File: src/rtl/fc_pkg.sv
// Shared constants and FSM state encoding for the FC feature-map writer.
package fc_pkg;
    localparam int BYTE_W           = 8;
    localparam int LANES            = 8;
    localparam int FM_WORDS_DEFAULT = 48;

    typedef enum logic [2:0] {
        IDLE,
        FILL,
        PAD,
        START,
        DONE
    } fc_state_e;
endpackage

File: src/rtl/fc_byte_packer.sv
// Packs accepted bytes little-endian into a word; word_vld/word_dat are combinational in the completing cycle.
// No backpressure of its own: every in_vld byte is absorbed; lanes above a last byte read as zero.
module fc_byte_packer
    import fc_pkg::*;
(
    input  logic                      clk,
    input  logic                      rst_n,
    input  logic                      clr,
    input  logic                      in_vld,
    input  logic [BYTE_W-1:0]         in_dat,
    input  logic                      in_last,
    output logic                      word_vld,
    output logic [LANES*BYTE_W-1:0]   word_dat
);
    localparam int LANE_W = $clog2(LANES);

    logic [LANE_W-1:0]        lane_q;
    logic [LANES*BYTE_W-1:0]  pack_q;
    logic [LANES*BYTE_W-1:0]  merged;

    always_comb begin
        merged = pack_q;
        merged[lane_q*BYTE_W +: BYTE_W] = in_dat;
    end

    assign word_vld = in_vld && ((lane_q == LANE_W'(LANES - 1)) || in_last);
    assign word_dat = merged;

    // Clearing after each word guarantees unfilled lanes of a short word are zero.
    always_ff @(posedge clk) begin
        if (!rst_n || clr) begin
            lane_q <= '0;
            pack_q <= '0;
        end else if (in_vld) begin
            if (word_vld) begin
                lane_q <= '0;
                pack_q <= '0;
            end else begin
                lane_q <= lane_q + 1'b1;
                pack_q <= merged;
            end
        end
    end
endmodule

File: src/rtl/fc_fm_writer.sv
// Streams bytes into FM SRAM words at base+n, zero-pads to FM_WORDS, then pulses o_fc_start; write 1 cycle after word completes.
// o_act_ready is high only while filling and drops the cycle after the terminating byte (last or overflow).
module fc_fm_writer #(
    parameter int FM_WORDS = 48,
    parameter int LANES    = 8,
    parameter int ADDR_W   = 16
) (
    input  logic                  clk,
    input  logic                  rst_n,
    input  logic [8:0]            i_base_addr,
    input  logic                  i_frame_start,
    input  logic                  i_act_valid,
    input  logic [7:0]            i_act_data,
    input  logic                  i_act_last,
    output logic                  o_act_ready,
    output logic                  o_fm_wr_en,
    output logic [ADDR_W-1:0]     o_fm_wr_addr,
    output logic [LANES*8-1:0]    o_fm_wr_data,
    output logic                  o_fc_start,
    output logic                  o_busy,
    output logic                  o_err
);
    import fc_pkg::*;

    localparam int                CNT_W     = $clog2(FM_WORDS + 1);
    localparam logic [CNT_W-1:0]  LAST_WORD = CNT_W'(FM_WORDS - 1);

    fc_state_e               state_q, state_d;
    logic [8:0]              base_q;
    logic [CNT_W-1:0]        word_cnt_q;
    logic                    accept;
    logic                    start_frame;
    logic                    wr_go;
    logic                    wr_zero;
    logic                    set_err;
    logic                    ready_d;
    logic                    busy_d;
    logic                    fc_start_d;
    logic                    word_vld;
    logic [LANES*8-1:0]      word_dat;

    assign accept = o_act_ready & i_act_valid;

    fc_byte_packer u_packer (
        .clk      (clk),
        .rst_n    (rst_n),
        .clr      (start_frame),
        .in_vld   (accept),
        .in_dat   (i_act_data),
        .in_last  (i_act_last),
        .word_vld (word_vld),
        .word_dat (word_dat)
    );

    always_ff @(posedge clk) begin
        if (!rst_n) state_q <= IDLE;
        else        state_q <= state_d;
    end

    always_comb begin
        state_d     = state_q;
        start_frame = 1'b0;
        wr_go       = 1'b0;
        wr_zero     = 1'b0;
        set_err     = 1'b0;
        ready_d     = o_act_ready;
        busy_d      = o_busy;
        fc_start_d  = 1'b0;
        case (state_q)
            IDLE, DONE: begin
                if (i_frame_start) begin
                    start_frame = 1'b1;
                    ready_d     = 1'b1;
                    busy_d      = 1'b1;
                    state_d     = FILL;
                end
            end
            FILL: begin
                if (word_vld) begin
                    wr_go = 1'b1;
                    if (i_act_last) begin
                        ready_d = 1'b0;
                        state_d = (word_cnt_q < LAST_WORD) ? PAD : START;
                    end else if (word_cnt_q == LAST_WORD) begin
                        ready_d = 1'b0;
                        set_err = 1'b1;
                        state_d = START;
                    end
                end
            end
            PAD: begin
                wr_go   = 1'b1;
                wr_zero = 1'b1;
                if (word_cnt_q == LAST_WORD) state_d = START;
            end
            START: begin
                // START spans the final write cycle, so the registered pulse lands one cycle later.
                fc_start_d = 1'b1;
                busy_d     = 1'b0;
                state_d    = DONE;
            end
            default: state_d = IDLE;
        endcase
    end

    always_ff @(posedge clk) begin
        if (!rst_n) begin
            base_q       <= '0;
            word_cnt_q   <= '0;
            o_act_ready  <= 1'b0;
            o_fm_wr_en   <= 1'b0;
            o_fm_wr_addr <= '0;
            o_fm_wr_data <= '0;
            o_fc_start   <= 1'b0;
            o_busy       <= 1'b0;
            o_err        <= 1'b0;
        end else begin
            o_act_ready <= ready_d;
            o_busy      <= busy_d;
            o_fc_start  <= fc_start_d;
            o_fm_wr_en  <= wr_go;
            if (start_frame) begin
                base_q     <= i_base_addr;
                word_cnt_q <= '0;
                o_err      <= 1'b0;
            end
            if (set_err) o_err <= 1'b1;
            if (wr_go) begin
                o_fm_wr_addr <= ADDR_W'(base_q) + ADDR_W'(word_cnt_q);
                o_fm_wr_data <= wr_zero ? '0 : word_dat;
                word_cnt_q   <= word_cnt_q + 1'b1;
            end
        end
    end
endmodule

File: config.mk
export PLATFORM = sky130hd
export DESIGN_NAME = fc_fm_writer
export DESIGN_NICKNAME = d
export VERILOG_FILES = /design/src/rtl/fc_pkg.sv /design/src/rtl/fc_byte_packer.sv /design/src/rtl/fc_fm_writer.sv
export SDC_FILE = /design/constraint.sdc
export NUM_CORES = 1
export LEC_CHECK = 0
export ABC_CLOCK_PERIOD_IN_PS = 3900
export BUFFER_PORTS_ARGS = -buffer_cell sky130_fd_sc_hd__buf_4
export CAP_MARGIN = 5
export CELL_PAD_IN_SITES_DETAIL_PLACEMENT = 0
export CELL_PAD_IN_SITES_GLOBAL_PLACEMENT = 2
export CORE_MARGIN = 4
export CORE_UTILIZATION = 36
export DETAILED_ROUTE_END_ITERATION = 16
export PLACE_DENSITY_LB_ADDON = 0.1
export SLEW_MARGIN = 15
export SYNTH_ARGS = -nofsm -noshare
export SYNTH_HDL_FRONTEND = slang
export SYNTH_SLANG_ARGS = --single-unit
File: constraint.sdc
create_clock -name clk -period 3.9 [get_ports clk]
set_clock_uncertainty 0.2 [all_clocks]
set_input_delay 0.195 -clock clk [delete_from_list [all_inputs] [get_ports clk]]
set_output_delay 0.195 -clock clk [all_outputs]
set_load 0.01 [all_outputs]
Yosys cells after proc, flatten, opt, wreduce, memory -nomap -nowiden
Index checks and enable logic that the tools add are counted.

Output and inout port bits: 85. Register bits after elaboration: 170.

Equal/unequal tests: 9. Shift-type cells: 2. Muxes and demuxes: 30. Bitwise gates (word level): 1. Reductions and logical operators: 13. $lt $le $gt $ge: 1. $add $sub $neg: 4.

Operators by type and width (count): $mux W64 (2); $bwmux W64 (1); $shift A8 B34 Y64 const A (1); $shiftx A8 B34 Y64 (1); $neg A6 Y34 (1); $mux W1 (16); $mux W3 (5); $mux W6 (2); $pmux W3 S4 (1); $add A9 B6 Y10 (1); $reduce_bool A2 Y1 (4); $add A6 B1 Y6 const B (1); $eq A3 B2 Y1 const B (2); $eq A3 B3 Y1 const B (2); $eq A6 B6 Y1 const B (1); $lt A6 B6 Y1 const B (1); $pmux W1 S2 (3); $reduce_and A2 Y1 (2); $reduce_and A4 Y1 (1); $add A3 B1 Y3 const B (1); $eq A3 B1 Y1 const B (1); $logic_not A3 Y1 (1); $ne A3 B3 Y1 const B (1); $logic_or A1 B1 Y1 (2); 6 further kinds (6).

Depth between registers and ports, before layout
Gate-level depths: netlist (run 1).

Word-level depth: 6. Gate-level depth with buffers: 10. Mapped depth without buffers: 8.

Hierarchy
Synthesis (run 1) repeated with hierarchy kept, for this count alone.

Cells, all modules: 963. Area total of the unflattened synthesis: 8090.3 µm².

Modules (own cells, without submodules): fc_byte_packer (cells an instance 477, area an instance 4151.5 µm², sequential area each 1341.3 µm², times used 1); fc_fm_writer (cells an instance 486, area an instance 3938.8 µm², sequential area each 1941.9 µm², times used 1).

Worst setup path before layout (run 1)
No wires, ideal clock.

Path type: reg-to-reg. Start: reg u_packer.lane_q[0]. End: reg o_fm_wr_data[31]. Arrival time: 2144 ps. Clock period less this slack: 2472 ps. Path slack: 1428 ps. Required time: 3572 ps. Stages on the path, launching flop included: 11. Setup time: 128 ps. Cells stage by stage: dfxtp_1 clkbuf_1 inv_1 ha_1 ha_1 o31a_1 nand2_1 clkbuf_1 nor2_1 a21oi_1 o21ai_0.

Cells in the longest elaborated chain, start to end: 5. Elaborated cells on any way between the ends: 10. Those cells by class: add/sub: 1; eq/ne: 1; shift: 2; mux: 4; reduce/logical: 2.

RTL lines: from (decl) (line fc_byte_packer.sv:17) `logic [LANE_W-1:0] lane_q;`; from (signal assigned) (line fc_byte_packer.sv:39) `lane_q <= lane_q + 1'b1;`; branches (longest 5 deep; another with $neg A6 Y34); to (signal assigned) (line fc_fm_writer.sv:130) `o_fm_wr_data <= wr_zero ? '0 : word_dat;`; to (decl) (line fc_fm_writer.sv:18) `output logic [LANES*8-1:0] o_fm_wr_data,`.

Parallel ways; which one is timed is not known. A chain may end at the register's enable or synchronous reset.

Worst setup path after layout (run 1)
Start: reg u_packer.lane_q[0]. End: reg o_err.

Cells in the longest elaborated chain, start to end: 6. Elaborated cells on any way between the ends: 7. Those cells by class: eq/ne: 1; mux: 3; reduce/logical: 3.

RTL lines: $eq A3 B3 Y1 * (line fc_byte_packer.sv:26) `assign word_vld = in_vld && ((lane_q == LANE_W'(LANES - 1)) || in_last);`; $logic_or A1 B1 Y1 * (line fc_byte_packer.sv:26); $logic_and A1 B1 Y1 * (line fc_byte_packer.sv:26); $mux W1 * (line fc_fm_writer.sv:79) `if (word_vld) begin`; $mux W1 * (line fc_fm_writer.sv:69) `case (state_q)`; $mux W1 or $reduce_bool A2 Y1 (tied branches); to (signal assigned) (line fc_fm_writer.sv:116) `o_err <= 1'b0;`; to (signal assigned) (line fc_fm_writer.sv:125) `o_err <= 1'b0;`; to (signal assigned) (line fc_fm_writer.sv:127) `if (set_err) o_err <= 1'b1;`; to (decl) (line fc_fm_writer.sv:21) `output logic o_err`.

Mark *: on every way between the ends. The rest lies on a longest branch, timed or not.

==> summary.md, run 1 <==
| Metric | Value |
|---|---|
| Num Clock Sinks | 164 |
| RR Endpoint | o_err |
| CTS HTree Levels | 4 |
| Worst Tran Pin Value | 0.960 ns |
| Initial antenna violation count | 0 |
| Initial Utilization | 37.1% |
| P per Cell Area | 440 nW/µm² |
| I/O pins | 107 |
| Core Area | 18300 µm² |
| Routed wire per std cell | 16.4 µm |
| CP dominant cell by count | ha_1 |
| Crit-path max FO | 25 |
| Post-Syn Area | 6790 µm² |
| Clock-pin slew on the worst setup and hold paths | 0.06 ns |
| Min-delay src | i_act_valid |
| Clock buffer depth | 2 |
| Fillers | 1784 |
| Total power | 0.00373 W |
| Clock Tree Root | clkbuf_16 |
| # setup viols final | 0 |
| CP Capture Type | flop |
| N_diodes | 0 |
| Maximum VDD drop | 0.305 mV |
| Drt via density | 5.13 |
| Vias in the first global route | 5739 |
| Worst hold path type | in -> reg |
| #FFs+latches synth | 164 |
| Number of detailed-route iterations in the first pass | 4 |
| Dpl hpwl | 12600 µm |
| CP Capture Point | o_err |
| Post-cts resize count | 0 |
| Ys flop type | dfxtp_1 |
| Latest clock arrival within the worst-skew pair | 0.42 ns |
| Status | completed |
| R2R setup slack | 0.78 ns |
| Delay of the slowest cell on the worst path | 0.64 ns |
| TNS Setup | 0 ns |
| Levels on crit path | 8 |
| Top post-synthesis cells by area | dfxtp_1 48%, nand2_1 6.6%, a21oi_1 6.6% |
| Final Max Slew Viols | 0 |
| Buf+Inv Stages, Crit Path | 2 |
| Post-Route WL | 18600 µm |
| Async SR Flop Fraction | 0% |
| Unrepaired setup endpoints after global routing | no |
| Area leader, netlist | dfxtp_1 |
| CTS tree | built |
| Die ar. | 21100 µm² |
| Synth cell types | 59 |
| Ratio of cells with drive above 1 in the final layout | 17.1% |
| CP startpoint | u_packer.lane_q[0] |
| Max Cap Violations | 0 |
| Die span in y | 145 µm |
| Final hold viol count | 0 |
| Syn avg cell area | 8.56 µm² |
| Yosys top cell area share | 48.4% |
| Warnings from Yosys | 0 |
| WP data required | 4.05 ns |
| Site Rows | 49 |
| CP cell instances | ha_1 > ha_1 > nor2_2 > nor3_4 > buf_4 > nand2_2 > o31ai_1 > dlygate4sd3_1 |
| Delay-heaviest family, CP | buffers and inverters |
| Die Wd | 145 µm |
| IO buf count | 100 |
| Worst Path Class, Setup | reg -> reg |
| DR iter-0 viols | 336 |
| Achievable Freq | 320 MHz |
| Commonest non-fill, non-tap cell in the layout | dfxtp_1 |
| Fin crit share | 80.0% |
| Largest net degree at the start of global routing | 49 |
| DRC Markers | 0 |
| Gpl congestion | 0.771 |
| Leakage power | 3.25 nW |
| Origin of the critical flop-to-flop path | u_packer.lane_q[0] |
| Area grow syn2layout | 24.9% |
| Most frequent cells in the layout | 164 x dfxtp_1, 119 x nand2_1, 109 x buf_4 |
| Combined global-route utilization of all metal layers | 17.6% |
| Worst EP arrival | 3.28 ns |
| First-pass GRT wire length | 30300 µm |
| Post-DRT Antenna Nets | 0 |
| Vias | 5802 |
| Min Tclk post-route | 3.12 ns |
| Fin nets | 927 |
| Gr ovfl total | 0 |
| Slew Limit Headroom | 35.8% |
| Register area share after synthesis | 48.4% |
| Synth Instances | 793 |
| Slowest cell on crit path | dfxtp_1 |
| TritonCTS Buffers | 17 |
| Post-synth EDFFs | 0 |
| Crit start category | flop |
| Path depth of the worst reg2reg path | 8 |
## cell families after synthesis
logic type	count (synthesis)	synth area share, %
AND/OR/NAND/NOR	267	17.1
XOR/XNOR	6	0.774
AO/OA/AOI/OAI	250	23.5
adder cells (fa/ha/maj)	15	2.88
flip-flops	164	48.4
buffers and inverters	74	4.96
other	1	0.0553
multiplexers	16	2.36
## cell usage after synthesis, types with 14 or more instances
| cell type | count |
|---|---|
| nor2_1 | 99 |
| o21ai_0 | 51 |
| ha_1 | 14 |
| mux2i_1 | 16 |
| a21oi_1 | 89 |
| nand2_1 | 119 |
| inv_1 | 20 |
| a22oi_1 | 19 |
| clkbuf_1 | 29 |
| dfxtp_1 | 164 |
| o2bb2ai_1 | 31 |
| a22o_1 | 16 |
## power breakdown
group          internal [W]  total (W)  switching, W
Sequential          0.00169    0.00171     0.0000168
Clock               0.00112    0.00178      0.000661
Combinational     0.0000861   0.000241      0.000155
## tightest hold or removal path, stage by stage
cell     delay (ns)
buf_4          0.09
and2_1         0.24
o32ai_1        0.11
## how the worst min path moves through the flow
stage | to | depth (start not counted)
3_3_place_gp | o_fm_wr_data[48] | 2
5_1_grt | u_packer.pack_q[37] | 4
2_1_floorplan | o_err | 1
6_report | u_packer.pack_q[61] | 3
3_5_place_dp | o_fm_wr_data[53] | 2
4_1_cts | u_packer.pack_q[37] | 4
## what timing repair did
action / 4_1_cts / 5_1_grt
setup buffers: 0 / 0
setup endpoints to repair: 0 / 0
hold buffers: 17 / 0
endpoints found under the hold margin: 36 / 0
## sequential cells by signal, indices dropped and copies added (netlist names)
register / count
state_q: 3
base_q: 9
word_cnt_q: 6
u_packer.lane_q: 3
o_err: 1
o_fm_wr_data: 64
o_act_ready: 1
o_busy: 1
o_fm_wr_en: 1
o_fm_wr_addr: 10
u_packer.pack_q: 64
o_fc_start: 1
## final cells by class
class	instances	area [µm²]	share of cell area (%)
clock inverter	9	151	1.79
sequential	164	3280	38.7
inverter	20	75.1	0.886
tap	229	287	3.38
multi-input combinational	560	3190	37.7
clock buffer	22	474	5.60
timing repair buffer	127	1010	11.9
## layer usage
layer,track usage (%),wire [µm],up-vias
li1,-,-,2949
met1,23.2,8980,2703
met2,28.7,8310,139
met3,4.61,1060,11
met4,5.27,230,0
met5,0,0,-
## stage by stage
| stage | worst slack (ns) | util [%] | hold slack, ns | instances | instance area [µm²] |
|---|---|---|---|---|---|
| final | 0.779 | 46.4 | 0.0669 | 1131 | 8470 |
| after global routing | 0.449 | 46.4 | 0.0802 | 1131 | 8470 |
| after CTS | 0.705 | 46.3 | 0.0528 | 1130 | 8450 |
| after detailed placement | 0.914 | 41.9 | 0.243 | 1082 | 7660 |
| after global placement | 1.04 | 41.9 | 0.238 | 1082 | 7660 |
| after floorplan | 1.43 | - | 0.0961 | 798 | 6800 |
No activity file was read; power rests on OpenSTA's default activity.
==> run 2: changes to the inputs <==
Settings changed: ABC_AREA set to 1, ABC_CLOCK_PERIOD_IN_PS 3900 to 3100, CORE_UTILIZATION 36 to 32.
Clock period 3.9 ns to 3.1 ns, I/O delays scaled along.
==> summary.md, run 2 <==
| Metric | Value |
|---|---|
| Syn avg cell area | 7.13 µm² (-17%) |
| Post-Route WL | 22800 µm (+23%) |
| Die span in y | 163 µm (+12%) |
| Top cells by count, synth | 307 x nand2_1, 164 x dfxtp_1, 148 x a21oi_1, 105 x inv_1, 89 x nand3_1 |
| Final core utilization | 40.7% (-5.7 points) |
| # setup viols final | 0 (unchanged) |
| Buf+Inv Stages, Crit Path | 1 (-1) |
| Drt via density | 4.72 (-7.9%) |
| CTS HTree Levels | 4 (unchanged) |
| Maximum VDD drop | 0.294 mV (-3.7%) |
| Slew Limit Headroom | 43.4% (+7.6 points) |
| Crit start category | flop |
| Yosys top cell area share | 42.6% (-5.8 points) |
| Core Area | 23500 µm² (+29%) |
| Final setup margin | 0.369 ns (-0.410 ns) |
| Die ar. | 26600 µm² (+26%) |
| Final hold viol count | 0 (unchanged) |
| Delay of the slowest cell on the worst path | 0.67 ns (+0.03 ns) |
| Clock-pin slew on the worst setup and hold paths | 0.06 ns (about the same) |
| Register area share after synthesis | 42.6% (-5.8 points) |
| Delay-heaviest family, CP | simple AND/OR/NAND/NOR gates |
| Hold path depth | 5 (+2) |
| CP cell instances | inv_2 > ha_1 > ha_1 > nand2_1 > nor3_4 > nand2_2 > nand2_1 > nand3_1 > a21oi_1 |
| Post-DRT Antenna Nets | 0 (unchanged) |
| Combined global-route utilization of all metal layers | 17.3% (-0.36 points) |
| Hold Crit Endpoint | u_packer.pack_q[7] |
| Area grow syn2layout | 24.4% |
| DRC Markers | 0 (unchanged) |
| Latest clock arrival within the worst-skew pair | 0.43 ns (about the same) |
| Synth Instances | 1080 (+36%) |
| Post-Syn Area | 7700 µm² (+13%) |
| Clock buffer depth | 2 (unchanged) |
| First-pass GRT wire length | 36600 µm (+21%) |
| Worst Path Class, Setup | reg -> reg |
| Worst EP arrival | 2.87 ns (-0.41 ns) |
| Initial antenna violation count | 0 (unchanged) |
| CP Capture Type | flop |
| CTS tree | built |
| Initial Utilization | 32.7% (-4.4 points) |
| RR Endpoint | u_packer.pack_q[35] |
| Synth cell types | 31 (-47%) |
| Die Wd | 163 µm (+12%) |
| Ratio of cells with drive above 1 in the final layout | 14.8% (-2.3 points) |
| Async SR Flop Fraction | 0% (unchanged) |
| Area leader, netlist | dfxtp_1 |
| Largest regs | o_fm_wr_data x64, u_packer.pack_q x64, o_fm_wr_addr x10 |
| TritonCTS Buffers | 17 (unchanged) |
| Gr ovfl total | 0 (unchanged) |
| DR iter-0 viols | 372 (+11%) |
| Pre-CTS setup slack | 0.420 ns (-0.494 ns) |
| Worst Tran Pin Value | 0.849 ns (-0.112 ns) |
| N_diodes | 0 (unchanged) |
| Worst hold path type | in -> reg |
| Final Max Slew Viols | 0 (unchanged) |
| R2R setup slack | 0.37 ns (-0.41 ns) |
| Min Tclk post-route | 2.73 ns (-0.390 ns) |
| Routed wire per std cell | 15.1 µm (-8.3%) |
| Num Clock Sinks | 164 (unchanged) |
| Post-CTS Setup Repair Bufs | 0 (unchanged) |
| Gpl congestion | 0.795 (+3.2%) |
| Non-filler cells, final | 1516 (+34%) |
| Min-delay src | i_act_data[7] |
| Crit-path max FO | 14 (-44%) |
| Largest net degree at the start of global routing | 75 (+53%) |
| Dpl hpwl | 15200 µm (+21%) |
| Slowest cell on crit path | dfxtp_1 |
| Ys flop type | dfxtp_1 |
| TNS Setup | 0 ns (unchanged) |
| Site Rows | 56 (+14%) |
| P per Cell Area | 573 nW/µm² (+30%) |
| Warnings from Yosys | 0 (unchanged) |
| Origin of the critical flop-to-flop path | u_packer.lane_q[0] |
| IO buf count | 100 (unchanged) |
| WP data required | 3.24 ns (-0.81 ns) |
| Vias | 7160 (+23%) |
| Max Cap Violations | 0 (unchanged) |
| Clock Tree Root | clkbuf_16 |
| Total power | 0.00550 W (+47%) |
| Leakage power | 3.91 nW (+20%) |
| Top post-synthesis cells by area | dfxtp_1 43%, nand2_1 15%, a21oi_1 9.6% |
| Number of detailed-route iterations in the first pass | 5 (+1) |
| Cell Count Post-Placement | 1456 (+35%) |
| Commonest non-fill, non-tap cell in the layout | nand2_1 |
| Vias in the first global route | 6729 (+17%) |
| Status | completed |
| Fin crit share | 88.1% (+8.1 points) |
| Post-synth EDFFs | 0 (unchanged) |
| Achievable Freq | 366 MHz (+14%) |
| Most frequent cells in the layout | 307 x nand2_1, 164 x dfxtp_1, 148 x a21oi_1 |
| Fin nets | 1222 (+32%) |
| Unrepaired setup endpoints after global routing | no |
| I/O pins | 107 (unchanged) |
| #FFs+latches synth | 164 (unchanged) |
| Path depth of the worst reg2reg path | 9 (+1) |
| Top-count cell post-synth | nand2_1 |
## run 2: cell types whose count changed in the layout (fill, tap and decap cells not counted), moves of 43 or more
| cell | before | now |
|---|---|---|
| nand2_1 | 119 | 307 |
| inv_1 | 20 | 104 |
| nand3_1 | 13 | 89 |
| o211ai_1 | 1 | 64 |
| a21oi_1 | 89 | 148 |
| nor2_1 | 97 | 54 |
## run 2: kinds of logic after synthesis
group	count (synthesis)	share of synthesized area, %
XOR/XNOR	3	0.341
other	1	0.0487
AO/OA/AOI/OAI	245	18.5
adder cells (fa/ha/maj)	15	2.53
flip-flops	164	42.6
AND/OR/NAND/NOR	474	26.0
buffers and inverters	178	9.98
## run 2: repair_timing
action	4_1_cts	5_1_grt
hold buffers	29	0
resized for setup	0	0
endpoints found under the hold margin	39	0
## run 2: worst max path at each step
stage | startpoint | to | slack (ns) | depth (start not counted)
final | u_packer.lane_q[0] | u_packer.pack_q[35] | 0.37 | 9
after global routing | u_packer.lane_q[0] | o_fm_wr_data[36] | 0.12 | 9
after CTS | u_packer.lane_q[0] | u_packer.pack_q[35] | 0.41 | 9
after detailed placement | u_packer.lane_q[0] | u_packer.pack_q[35] | 0.42 | 9
after global placement | u_packer.lane_q[0] | o_fm_wr_data[37] | 0.49 | 9
after floorplan | u_packer.lane_q[0] | u_packer.pack_q[32] | 0.90 | 10
## run 2: area by class of cell
class | instances | area, µm²
Clock inverter | 9 | 129
Inverter | 109 | 409
Fill cell | 2555 | 14000
Timing Repair Buffer | 150 | 1220
Clock buffer | 22 | 464
Tap cell | 319 | 399
Multi-Input combinational cell | 743 | 3670
Sequential cell | 164 | 3280
## run 2: layer usage
layer | wire, µm | GRT usage, %
met4 | 208 | 4.12
met2 | 11000 | 29.4
met1 | 10900 | 23.1
met5 | 0 | 0
met3 | 759 | 2.80
## run 2: stage by stage
step | hold WS [ns] | instance area (µm²)
2_1_floorplan | 0.0558 | 7720
3_3_place_gp | 0.183 | 8700
3_5_place_dp | 0.186 | 8700
4_1_cts | 0.0106 | 9580
5_1_grt | 0.0394 | 9580
6_report | 0.0147 | 9580
## run 2: report_power, final
group	switching, W	total [W]	internal (W)
registers	0.0000853	0.00230	0.00221
logic	0.000676	0.00102	0.000339
clock network	0.000878	0.00218	0.00130
## run 2: worst min-delay path, delay by kind of cell
kind,cells,cell delay [ns]
and+or+nand+nor,2,0.17
AOI/OAI and AO/OA,2,0.13
buffers and inverters,1,0.14
==> run 3: changes to the inputs <==
Settings changed: MAX_ROUTING_LAYER set to met4.
==> summary.md, run 3 (synthesis results as in run 2) <==
| Metric | Value |
|---|---|
| Final hold viol count | 0 (unchanged) |
| Die ar. | 26600 µm² (unchanged) |
| Initial antenna violation count | 0 (unchanged) |
| Achievable Freq | 369 MHz (+0.77%) |
| Area grow syn2layout | 24.4% (unchanged) |
| DRC Markers | 0 (unchanged) |
| Core Area | 23500 µm² (unchanged) |
| RR Endpoint | u_packer.pack_q[35] |
| Origin of the critical flop-to-flop path | u_packer.lane_q[0] |
| Vias in the first global route | 6726 (-0.045%) |
| GR met3 Demand/Resource | 2.73% (-0.076 points) |
| Clock-pin slew on the worst setup and hold paths | 0.06 ns (about the same) |
| Delay of the slowest cell on the worst path | 0.65 ns (-0.02 ns) |
| Drt via density | 4.72 (about the same) |
| Unrepaired setup endpoints after global routing | no |
| CTS tree | built |
| CTS HTree Levels | 4 (unchanged) |
| CP Capture Point | u_packer.pack_q[35] |
| Largest regs | o_fm_wr_data x64, u_packer.pack_q x64, o_fm_wr_addr x10 |
| Die span in y | 163 µm (unchanged) |
| Commonest non-fill, non-tap cell in the layout | nand2_1 |
| Leakage power | 3.91 nW (unchanged) |
| Delay-heaviest family, CP | simple AND/OR/NAND/NOR gates |
| TNS Setup | 0 ns (unchanged) |
| CP startpoint | u_packer.lane_q[0] |
| # setup viols final | 0 (unchanged) |
| Latest clock arrival within the worst-skew pair | 0.43 ns (about the same) |
| Num Clock Sinks | 164 (unchanged) |
| First-pass GRT wire length | 36600 µm (unchanged) |
| Site Rows | 56 (unchanged) |
| CP cell instances | inv_2 > ha_1 > ha_1 > nand2_1 > nor3_4 > nand2_2 > nand2_1 > nand3_1 > a21oi_1 |
| Worst Tran Pin Value | 0.846 ns (-0.00251 ns) |
| Post-CTS Setup Repair Bufs | 0 (unchanged) |
| I/O pins | 107 (unchanged) |
| Worst EP arrival | 2.85 ns (-0.02 ns) |
| Fin nets | 1222 (unchanged) |
| Vias | 7155 (-0.070%) |
| Hold path depth | 5 (unchanged) |
| IO buf count | 100 (unchanged) |
| Dpl hpwl | 15200 µm (unchanged) |
| Pre-CTS setup slack | 0.420 ns (unchanged) |
| GR Layer Usage met1 | 23.1% (unchanged) |
| P per Cell Area | 573 nW/µm² (about the same) |
| TritonCTS Buffers | 17 (unchanged) |
| Worst hold path type | in -> reg |
| WP data required | 3.24 ns (about the same) |
| Gr ovfl total | 0 (unchanged) |
| Crit start category | flop |
| Gpl congestion | 0.807 (+1.4%) |
| Post-Route WL | 22800 µm (about the same) |
| Levels on crit path | 9 (unchanged) |
| Path depth of the worst reg2reg path | 9 (unchanged) |
| CP Capture Type | flop |
| Min Tclk post-route | 2.71 ns (-0.0208 ns) |
| Fin crit share | 87.4% (-0.67 points) |
| Crit-path max FO | 14 (unchanged) |
| Die Wd | 163 µm (unchanged) |
| Slowest cell on crit path | dfxtp_1 |
| Ratio of cells with drive above 1 in the final layout | 14.8% (unchanged) |
| Status | completed |
| Most frequent cells in the layout | 307 x nand2_1, 164 x dfxtp_1, 148 x a21oi_1 |
| Number of detailed-route iterations in the first pass | 4 (-1) |
| Clock Tree Root | clkbuf_16 |
| Post-DRT Antenna Nets | 0 (unchanged) |
| Slew Limit Headroom | 43.6% (+0.17 points) |
| Post-cts resize count | 0 (unchanged) |
| Clock buffer depth | 2 (unchanged) |
| DR iter-0 viols | 374 (+0.54%) |
| Final setup margin | 0.390 ns (+0.0208 ns) |
| Buf+Inv Stages, Crit Path | 1 (unchanged) |
| N_diodes | 0 (unchanged) |
| Final Max Slew Viols | 0 (unchanged) |
| Routed wire per std cell | 15.1 µm (about the same) |
| Worst Path Class, Setup | reg -> reg |
| Max Cap Violations | 0 (unchanged) |
| Maximum VDD drop | 0.295 mV (+0.37%) |
| Met2 Use GR | 29.5% (+0.075 points) |
| Global routing's busiest layer | met2 |
| Combined global-route utilization of all metal layers | 17.8% (+0.52 points) |
| R2R setup slack | 0.39 ns (+0.02 ns) |
| Largest net degree at the start of global routing | 75 (unchanged) |
| Initial Utilization | 32.7% (unchanged) |
run 3: cell counts in the layout (fill, tap and decap cells not counted):
Identical to the previous run, type by type.
run 3: through the flow:
stage	area [µm²]	std cells	hold slack, ns	power, W	util [%]
after floorplan	7720	1085	0.0558	0.00298	-
after detailed placement	8700	1456	0.186	0.00333	37.0
after global routing	9580	1516	0.0380	0.00579	40.7
after CTS	9580	1516	0.0106	0.00559	40.7
final	9580	1516	0.0142	0.00549	40.7
after global placement	8700	1456	0.183	0.00333	37.0
run 3: power breakdown:
| group | internal (W) | total (W) | switching (W) |
|---|---|---|---|
| Clock | 0.00130 | 0.00218 | 0.000875 |
| Combinational | 0.000339 | 0.00102 | 0.000678 |
| Sequential | 0.00221 | 0.00230 | 0.0000849 |
| Total | 0.00386 | 0.00549 | 0.00164 |
run 3: what timing repair did:
action / in CTS / in global routing
hold endpoints to repair: 39 / 0
hold buffers: 29 / 0
setup endpoints to repair: 0 / 0
run 3: area by class of cell:
| class | count | area (µm²) |
|---|---|---|
| tap | 319 | 399 |
| inverter | 109 | 409 |
| clock buffer | 22 | 464 |
| sequential | 164 | 3280 |
| clock inverter | 9 | 129 |
| timing repair buffer | 150 | 1220 |
| fill | 2555 | 14000 |
| multi-input combinational | 743 | 3670 |
run 3: worst min-delay path by stage:
stage	from	to
2_1_floorplan	i_act_last	o_err
3_3_place_gp	i_base_addr[5]	base_q[5]
3_5_place_dp	i_base_addr[8]	base_q[8]
4_1_cts	i_act_data[7]	u_packer.pack_q[7]
5_1_grt	i_act_data[7]	o_fm_wr_data[7]
6_report	i_act_data[7]	u_packer.pack_q[7]
run 3: layer usage:
metal | wire length, µm | part of all wire, % | up-vias
met3 | 707 | 3.1 | 12
met5 | 0 | 0 | -
li1 | - | - | 3736
met4 | 211 | 0.92 | 0
met1 | 10900 | 48 | 3287
met2 | 11000 | 48 | 120
run 3: worst reg2reg max path: stages, from the launching register on:
cell	delay [ns]
dfxtp_1	0.65
inv_2	0.07
ha_1	0.23
ha_1	0.47
nand2_1	0.15
nor3_4	0.29
nand2_2	0.22
nand2_1	0.12
nand3_1	0.07
a21oi_1	0.15
